==> src/rtl/pe_array_sequencer.sv <==
// Microprogrammed step sequencer driving a pe_array command/shift/ack interface.
// Optional watchdog on WAIT_RDY enabled by defining PE_SEQ_WATCHDOG_EN.
module pe_array_sequencer #(
  parameter int unsigned               command_width  = 4,
  parameter int unsigned               PROG_DEPTH     = 16,
  parameter int unsigned               ADDR_W         = 4,
  parameter int unsigned               REPEAT_WIDTH   = 8,
  parameter logic [command_width-1:0]  NOP_CMD        = '0,
  parameter int unsigned               TIMEOUT_CYCLES = 255
) (
  input  logic                                    CLK,
  input  logic                                    RST,
  input  logic                                    prog_we,
  input  logic [ADDR_W-1:0]                       prog_addr,
  input  logic [command_width+2+REPEAT_WIDTH-1:0] prog_data,
  input  logic [ADDR_W:0]                         prog_len,
  input  logic                                    start,
  input  logic                                    array_ready,
  output logic [command_width-1:0]                command_to_execute,
  output logic [1:0]                              shift_direction,
  output logic                                    array_ack,
  output logic                                    busy,
  output logic                                    done,
  output logic                                    error,
  output logic [ADDR_W-1:0]                       step_idx
);

  localparam int unsigned DataW = command_width + 2 + REPEAT_WIDTH;
  localparam logic [ADDR_W:0] LenMax = (ADDR_W + 1)'(PROG_DEPTH);

  localparam logic [2:0] StIdle  = 3'd0;
  localparam logic [2:0] StFetch = 3'd1;
  localparam logic [2:0] StIssue = 3'd2;
  localparam logic [2:0] StWait  = 3'd3;
  localparam logic [2:0] StAck   = 3'd4;
  localparam logic [2:0] StDone  = 3'd5;

  logic [DataW-1:0] mem_q [PROG_DEPTH];

  logic [2:0]               state_q, state_d;
  logic [ADDR_W:0]          len_q, len_d;
  logic [ADDR_W-1:0]        idx_q, idx_d;
  logic [command_width-1:0] cmd_q, cmd_d;
  logic [1:0]               dir_q, dir_d;
  logic [REPEAT_WIDTH-1:0]  rep_q, rep_d;
  logic                     err_q, err_d;
  logic [command_width-1:0] cmd_out_q, cmd_out_d;
  logic [1:0]               dir_out_q, dir_out_d;
  logic                     ack_q, ack_d, busy_q, busy_d, done_q, done_d;
  logic                     drive;

  logic [DataW-1:0]         ent;
  logic [command_width-1:0] ent_cmd;
  logic [1:0]               ent_dir;
  logic [REPEAT_WIDTH-1:0]  ent_rep;

`ifdef PE_SEQ_WATCHDOG_EN
  localparam int unsigned WdW = $clog2(TIMEOUT_CYCLES + 1);
  logic [WdW-1:0] wd_q, wd_d;
`else
  logic unused_timeout;
  assign unused_timeout = ^TIMEOUT_CYCLES;
`endif

  assign ent     = mem_q[idx_q];
  assign ent_cmd = ent[DataW-1 -: command_width];
  assign ent_dir = ent[REPEAT_WIDTH +: 2];
  assign ent_rep = ent[REPEAT_WIDTH-1:0];

  // Program store has no reset so a loaded program survives RST.
  always_ff @(posedge CLK) begin
    if (prog_we && !busy_q) begin
      mem_q[prog_addr] <= prog_data;
    end
  end

  always_comb begin
    state_d = state_q;
    len_d   = len_q;
    idx_d   = idx_q;
    cmd_d   = cmd_q;
    dir_d   = dir_q;
    rep_d   = rep_q;
    err_d   = err_q;
`ifdef PE_SEQ_WATCHDOG_EN
    wd_d    = '0;
`endif
    case (state_q)
      StIdle: begin
        if (start) begin
          err_d = 1'b0;
          if (prog_len == '0) begin
            state_d = StDone;
          end else begin
            len_d   = (prog_len > LenMax) ? LenMax : prog_len;
            idx_d   = '0;
            state_d = StFetch;
          end
        end
      end
      StFetch: begin
        cmd_d   = ent_cmd;
        dir_d   = ent_dir;
        rep_d   = ent_rep;
        state_d = StIssue;
      end
      // Ready is deliberately ignored here so a stale ready cannot ack a new command.
      StIssue: state_d = StWait;
      StWait: begin
        if (array_ready) begin
          state_d = StAck;
`ifdef PE_SEQ_WATCHDOG_EN
        end else if (wd_q == WdW'(TIMEOUT_CYCLES - 1)) begin
          state_d = StIdle;
          err_d   = 1'b1;
        end else begin
          wd_d = wd_q + 1'b1;
`endif
        end
      end
      StAck: begin
        if (rep_q != '0) begin
          rep_d   = rep_q - 1'b1;
          state_d = StIssue;
        end else if ({1'b0, idx_q} == len_q - 1'b1) begin
          state_d = StDone;
        end else begin
          idx_d   = idx_q + 1'b1;
          state_d = StFetch;
        end
      end
      StDone:  state_d = StIdle;
      default: state_d = StIdle;
    endcase

    // Outputs are registered from the next state so they change only on the clock edge.
    drive     = (state_d == StIssue) || (state_d == StWait);
    cmd_out_d = drive ? cmd_d : NOP_CMD;
    dir_out_d = drive ? dir_d : 2'b00;
    ack_d     = (state_d == StAck);
    done_d    = (state_d == StDone);
    busy_d    = (state_d == StFetch) || drive || (state_d == StAck);
  end

  always_ff @(posedge CLK or posedge RST) begin
    if (RST) begin
      state_q   <= StIdle;
      len_q     <= '0;
      idx_q     <= '0;
      cmd_q     <= NOP_CMD;
      dir_q     <= 2'b00;
      rep_q     <= '0;
      err_q     <= 1'b0;
      cmd_out_q <= NOP_CMD;
      dir_out_q <= 2'b00;
      ack_q     <= 1'b0;
      busy_q    <= 1'b0;
      done_q    <= 1'b0;
`ifdef PE_SEQ_WATCHDOG_EN
      wd_q      <= '0;
`endif
    end else begin
      state_q   <= state_d;
      len_q     <= len_d;
      idx_q     <= idx_d;
      cmd_q     <= cmd_d;
      dir_q     <= dir_d;
      rep_q     <= rep_d;
      err_q     <= err_d;
      cmd_out_q <= cmd_out_d;
      dir_out_q <= dir_out_d;
      ack_q     <= ack_d;
      busy_q    <= busy_d;
      done_q    <= done_d;
`ifdef PE_SEQ_WATCHDOG_EN
      wd_q      <= wd_d;
`endif
    end
  end

  assign command_to_execute = cmd_out_q;
  assign shift_direction    = dir_out_q;
  assign array_ack          = ack_q;
  assign busy               = busy_q;
  assign done               = done_q;
  assign error              = err_q;
  assign step_idx           = idx_q;

endmodule

==> config.mk <==
export PLATFORM = sky130hd
export DESIGN_NAME = pe_array_sequencer
export DESIGN_NICKNAME = d
export VERILOG_FILES = /design/src/rtl/pe_array_sequencer.sv
export SDC_FILE = /design/constraint.sdc
export NUM_CORES = 1
export LEC_CHECK = 0
export CAP_MARGIN = 0
export CORE_ASPECT_RATIO = 1.5
export CORE_MARGIN = 2
export CORE_UTILIZATION = 60
export DETAILED_ROUTE_END_ITERATION = 8
export PLACE_DENSITY = 0.77
export SLEW_MARGIN = 10
export SYNTH_ARGS = -nofsm -noshare
export SYNTH_HDL_FRONTEND = slang
export SYNTH_SLANG_ARGS = --single-unit
==> constraint.sdc <==
create_clock -name CLK -period 3.1 [get_ports CLK]
set_clock_uncertainty 0.1 [all_clocks]
set_input_delay 0.62 -clock CLK [delete_from_list [all_inputs] [get_ports CLK]]
set_output_delay 0.62 -clock CLK [all_outputs]
set_load 0.05 [all_outputs]
Yosys cells after proc, flatten, opt, wreduce, memory -nomap -nowiden:

Memory sizes are Yosys's and may differ from the RTL's.
Cells that the tools add are included.
Widths: inputs -> output; s select.

* flip-flop bits (word level): 35
* RAM bits: 224
* input port bits: 28
* output and inout port bits: 14
* word-level logic and storage cells: 65
* memories: 1

* $add $sub $neg: 3
* magnitude comparators: 1
* eq/ne operators: 15
* muxes and demuxes: 20
* bitwise operators: 1
* reductions and logical operators: 13

Memories
* mem_q: words 16, width 14, read ports 1, clocked after memory_dff 0, wr ports 1, RTL line 38 `logic [DataW-1:0] mem_q [PROG_DEPTH];`

Operators with widths (number)
* $mux 4: 6
* $pmux 8 s2: 1
* $mux 3: 5
* $pmux 3 s5: 1
* $eq 3x2->1 const B: 4
* $ne 2x2->1 const B: 5
* $eq 3x3->1 const B: 3
* $mux 8: 1
* $pmux 4 s2: 1
* $reduce_bool 8->1: 1
* $sub 8x1->8 const B: 1
* $eq 3x1->1 const B: 2
* $eq 4x5->1: 1
* $gt 5x5->1 const B: 1
* $logic_not 5->1: 1
* $mux 5: 1
* $reduce_and 5->1: 1
* $sub 5x1->5 const B: 1
* $add 4x1->4 const B: 1
* $mux 2: 2
* $reduce_bool 2->1: 2
* $logic_not 3->1: 1
* $logic_or 1x1->1: 3
* $reduce_and 3->1: 1
* 5 further kinds: 6

Logic depth before layout (Yosys ltp):

* depth in word-level cells: 9
* gate-level depth with buffers: 8

Worst setup path after synthesis:

No wires, ideal clock.

* path kind: register -> register
* start: register busy_q (netlist: busy)
* end: memory mem_q[0][0] in the netlist's numbering (enable)
* library setup time: 0.403 ns
* arrival time: 2.166 ns
* required time: 2.597 ns
* path slack: 0.431 ns
* cell stages (with the launch flop): 4
* path buffers: 0
* period minus slack after synthesis: 2.669 ns
* cell sequence: dfrtp_1 > nand2b_1 > or3_1 > nor3_1

* cells in the longest elaborated chain, start to end: 4

RTL lines
* start, declared: RTL line 49 `logic ack_q, ack_d, busy_q, busy_d, done_q, done_d;`
* start signal, assigned: RTL line 173 `busy_q <= busy_d;`
* $logic_not 1->1: RTL line 72 `if (prog_we && !busy_q) begin`
* $logic_and 1x1->1: RTL line 72
* $mux 1: RTL line 72
* $mux 1 (not written as such): RTL line 73 `mem_q[prog_addr] <= prog_data;`
* end, declared: RTL line 38

No other way between the ends.

Final worst setup path:

* start: register idx_q[1] (netlist: step_idx[1])
* end: output port step_idx[1]

RTL lines
* start, declared: RTL line 42 `logic [ADDR_W-1:0] idx_q, idx_d;`
* start signal, assigned: RTL line 165 `idx_q <= idx_d;`
* end, declared: RTL line 25 `output logic [ADDR_W-1:0] step_idx`

No word-level cell between the ends.

==> summary.txt <==
Power
  • Internal power: 6.56 mW
  • Total power: 8.97 mW
  • Switch Pwr: 2.42 mW
  • Comb power frac: around 18%
  • Peak VDD IR: 0.658 mV
  • Pwr dens: 736 nW/um2
  • Sw Ratio: 26.9%
  • Clock share of power: 34.2%
  • Power share of the sequential group: 47.4%
  • P_leak: 4.14 nW

Clocking
  • Max Root-Sink Buffers: 3
  • Depth of the CTS H-tree: 1
  • CTS tree: built
  • Post CTS Setup Buffer Count: 0
  • CTS clock-pin slew for the worst setup and hold paths: 0.07 ns
  • Post_cts resized: 0
  • Clk sinks: 259
  • Num CTS Buffers: 23
  • Root Buffer: clkbuf_16
  • Later-pin clock latency in the skew report: 0.51 ns
  • CTS Hold Buffers Added: 0

Floorplanning
  • Die Area: 18600 um2
  • IO Pins: 42
  • Die Height: 166 um
  • Core area: 17300 um2
  • Starting Density: 60.9%
  • Row count: 59
  • Die Span X: 112 um

Cells and area
  • Fin nets: ~700
  • Final Cell Area: between 10000 and 15000 um2
  • Antenna diode count: 0
  • Share of layout cells above drive strength 1: 17.6%
  • Fill count: 1083
  • P&R area growth vs syn: 15.9%
  • Finished Layout Cells: 907

Worst hold path
  • Min-Delay Path Class: flip-flop to flip-flop
  • WHS Endpoint: cmd_q[0]$_DFF_PP0_
  • Hold Crit Depth: 2
  • Min-Delay Startpoint: cmd_q[0]$_DFF_PP0_

Critical path
  • CP Launch Type: flip-flop
  • Reg-to-reg startpoint: state_q[2]$_DFF_PP0_
  • Flop2flop setup slack: between 0.5 and 0.6 ns
  • Worst Path Max Fanout: 19
  • Required @ worst endpoint: between 2 and 2.5 ns
  • Crit. End Element: output port
  • Crit path cell chain: clkdlybuf4s50_1
  • FF-to-FF End: command_to_execute[3]$_DFF_PP0_
  • Crit path kind: flip-flop to output port
  • Arr. time, crit path: 2.12 ns
  • Crit path buffers/inverters: 1
  • CP max stage delay: 0.90 ns
  • R2R depth: 6
  • Cell family with most CP delay: buffers and inverters
  • Critical Path Slowest Stage Cell: clkdlybuf4s50_1

Detailed routing
  • Via density: 6.44
  • Via count: 5841
  • Routed wire length: 22900 um
  • Pre-antenna DRT Iters: 5
  • Detail Route Antenna Nets: 0
  • Per-cell routed wire length: between 20 and 30 um
  • Remaining routing DRC violations: 0
  • DR iter-0 viols: 712

Timing
  • Fmax: 352 MHz
  • Rel. slew slack: 49.4%
  • Setup WS post-layout: roughly 0.26 ns
  • Max-slew violation total from the final report: 0
  • Final Hold Vio Count: 0
  • Worst-margin pin slew: 0.756 ns
  • Final setup vio count: 0
  • Crit path time final: 2.84 ns
  • RSZ-0062 raised after global routing: false
  • Tcrit/Tclk final: 91.6%
  • Setup TNS Final: 0 ns

GRT
  • Congestion Overflow GR: 0
  • All-layer global routing usage: about 25%
  • Vias in the first global route: 6209
  • Initial antenna violation count: 0
  • Global-route wire length before repair: 35000 um
  • Largest net degree at the start of global routing: 40

Placed design
  • Placed instance area: 11400 um2
  • IO buf count: 40
  • Post-Place Setup Slack: 0.440 ns
  • GPL Wtd Cong: 0.868
  • Placed wire-length estimate: 14500 um
  • Placed cell count: approximately 870

Logic synthesis
  • Post-synthesis async set-or-reset flop share: 13.5%
  • Syn_nets: about 640
  • EDFF count, synth: 224
  • YS warnings: 0
  • Register area share after synthesis: 72.3%
  • Post-Syn Instances: 603
  • Ys flop type: edfxtp_1
  • Syn avg cell area: 17.4 um2
  • Synth unique cells: 62
  • Flop and latch count out of synthesis: 259
  • Cell Area, Synth: 10500 um2

Run
  • Max_cap viols: 0

Status
  • Status: finished clean
==> layout make-up <==
type                    count  area (um2)  share of cell area, %
repair buffers             79         728                   5.97
flip-flops and latches    259        7600                   62.4
clock inverters            16         235                   1.93
inverters                  10        37.5                  0.308
well taps                 213         267                   2.19
multi-input cells         305        2730                   22.4
clock buffers              25         583                   4.78
==> routing by layer <==
layer	GRT usage (%)	vias up	part of all wire, %
met5	0	-	0
met1	31.5	2980	37
met2	42.5	253	52
li1	-	2542	-
met3	3.61	66	6.5
met4	11.4	0	4.6
==> placed cells by master, fill, tap and decap left out, drive strengths merged, types with 4 or more instances in the layout <==
cell	n
edfxtp	224
mux2i	67
buf	40
clkdlybuf4s50	39
dfrtp	35
mux4	30
nand2	29
clkbuf	25
nor2	24
a22oi	22
nand3	17
nand2b	12
inv	11
clkinv	9
o21ai	8
nor3	8
a211oi	7
a31oi	6
bufinv	6
and3	5
o22ai	5
and2	4
ha	4
nor3b	4
==> power groups by stage <==
stage / Sequential [mW] / Combinational, mW / Clock, mW
2_1_floorplan: 4.34 / 1.06 / 0
3_3_place_gp: 4.30 / 1.56 / 0
3_5_place_dp: 4.32 / 1.62 / 0
4_1_cts: 4.25 / 1.64 / 3.10
5_1_grt: 4.28 / 1.77 / 3.24
6_report: 4.26 / 1.64 / 3.07
==> per-stage QoR <==
stage	utilization (%)	hold WS, ns
5_1_grt	70.6	0.437
3_3_place_gp	65.8	0.353
6_report	70.6	0.390
3_5_place_dp	65.8	0.372
2_1_floorplan	-	0.342
4_1_cts	70.6	0.386
==> registers in the layout (all words and copies together), names as in the netlist <==
signal	count
dir_q	2
rep_q	8
busy	1
len_q	5
command_to_execute	4
shift_direction	2
array_ack	1
step_idx	4
done	1
cmd_q	4
state_q	3
mem_q	224
==> synthesized netlist by cell type, types with 2 or more instances <==
| cell type | count | area share (%) |
|---|---|---|
| a21oi_1 | 3 | 0.14 |
| xnor2_1 | 3 | 0.25 |
| inv_2 | 2 | 0.071 |
| a311o_1 | 2 | 0.19 |
| buf_4 | 7 | 0.50 |
| clkbuf_1 | 2 | 0.071 |
| or3_1 | 3 | 0.18 |
| a31oi_1 | 6 | 0.36 |
| o21ai_1 | 2 | 0.095 |
| ha_1 | 4 | 0.48 |
| nor2_1 | 23 | 0.82 |
| nand2_1 | 29 | 1.0 |
| o21ai_0 | 6 | 0.29 |
| nand4b_1 | 2 | 0.17 |
| a211o_1 | 2 | 0.17 |
| nand2b_1 | 12 | 0.71 |
| mux2i_1 | 67 | 6.4 |
| mux4_2 | 30 | 6.4 |
| dfrtp_1 | 35 | 8.3 |
| nor4_1 | 3 | 0.18 |
| nand3_1 | 17 | 0.81 |
| xor2_1 | 3 | 0.25 |
| buf_2 | 17 | 0.81 |
| nor3_1 | 8 | 0.38 |
| and3_1 | 5 | 0.30 |
| clkbuf_2 | 2 | 0.095 |
| inv_1 | 8 | 0.29 |
| edfxtp_1 | 224 | 64 |
| a21o_1 | 3 | 0.21 |
| a2111oi_0 | 2 | 0.17 |
| a211oi_1 | 7 | 0.50 |
| a221o_1 | 2 | 0.19 |
| and2_1 | 4 | 0.24 |
| nor3b_1 | 2 | 0.14 |
| o22ai_1 | 5 | 0.30 |
| nor2b_1 | 3 | 0.18 |
| a22oi_1 | 22 | 1.6 |
| a221oi_1 | 2 | 0.17 |
==> how the worst max path moves through the flow <==
stage,start,to,slack [ns],cells past startpoint
6_report,step_idx[1]$_DFFE_PP0P_,step_idx[1],0.26,1
5_1_grt,step_idx[1]$_DFFE_PP0P_,step_idx[1],0.20,1
4_1_cts,step_idx[1]$_DFFE_PP0P_,step_idx[1],0.24,1
3_5_place_dp,prog_len[4],step_idx[0]$_DFFE_PP0P_,0.44,6
3_3_place_gp,prog_len[4],step_idx[0]$_DFFE_PP0P_,0.51,6
2_1_floorplan,busy$_DFF_PP0_,mem_q[0][0]$_DFFE_PP_,0.43,3
==> cells by family after synthesis <==
logic type,synth area share [%]
and+or+nand+nor,6.07
xor gates and xnor gates,0.500
adders and majority gates,0.476
buffers and inverters,1.94
other,0.0357
muxes,13.0
DFF,72.3
AOI/OAI and AO/OA,5.70
(Power assumes the default switching activity.)
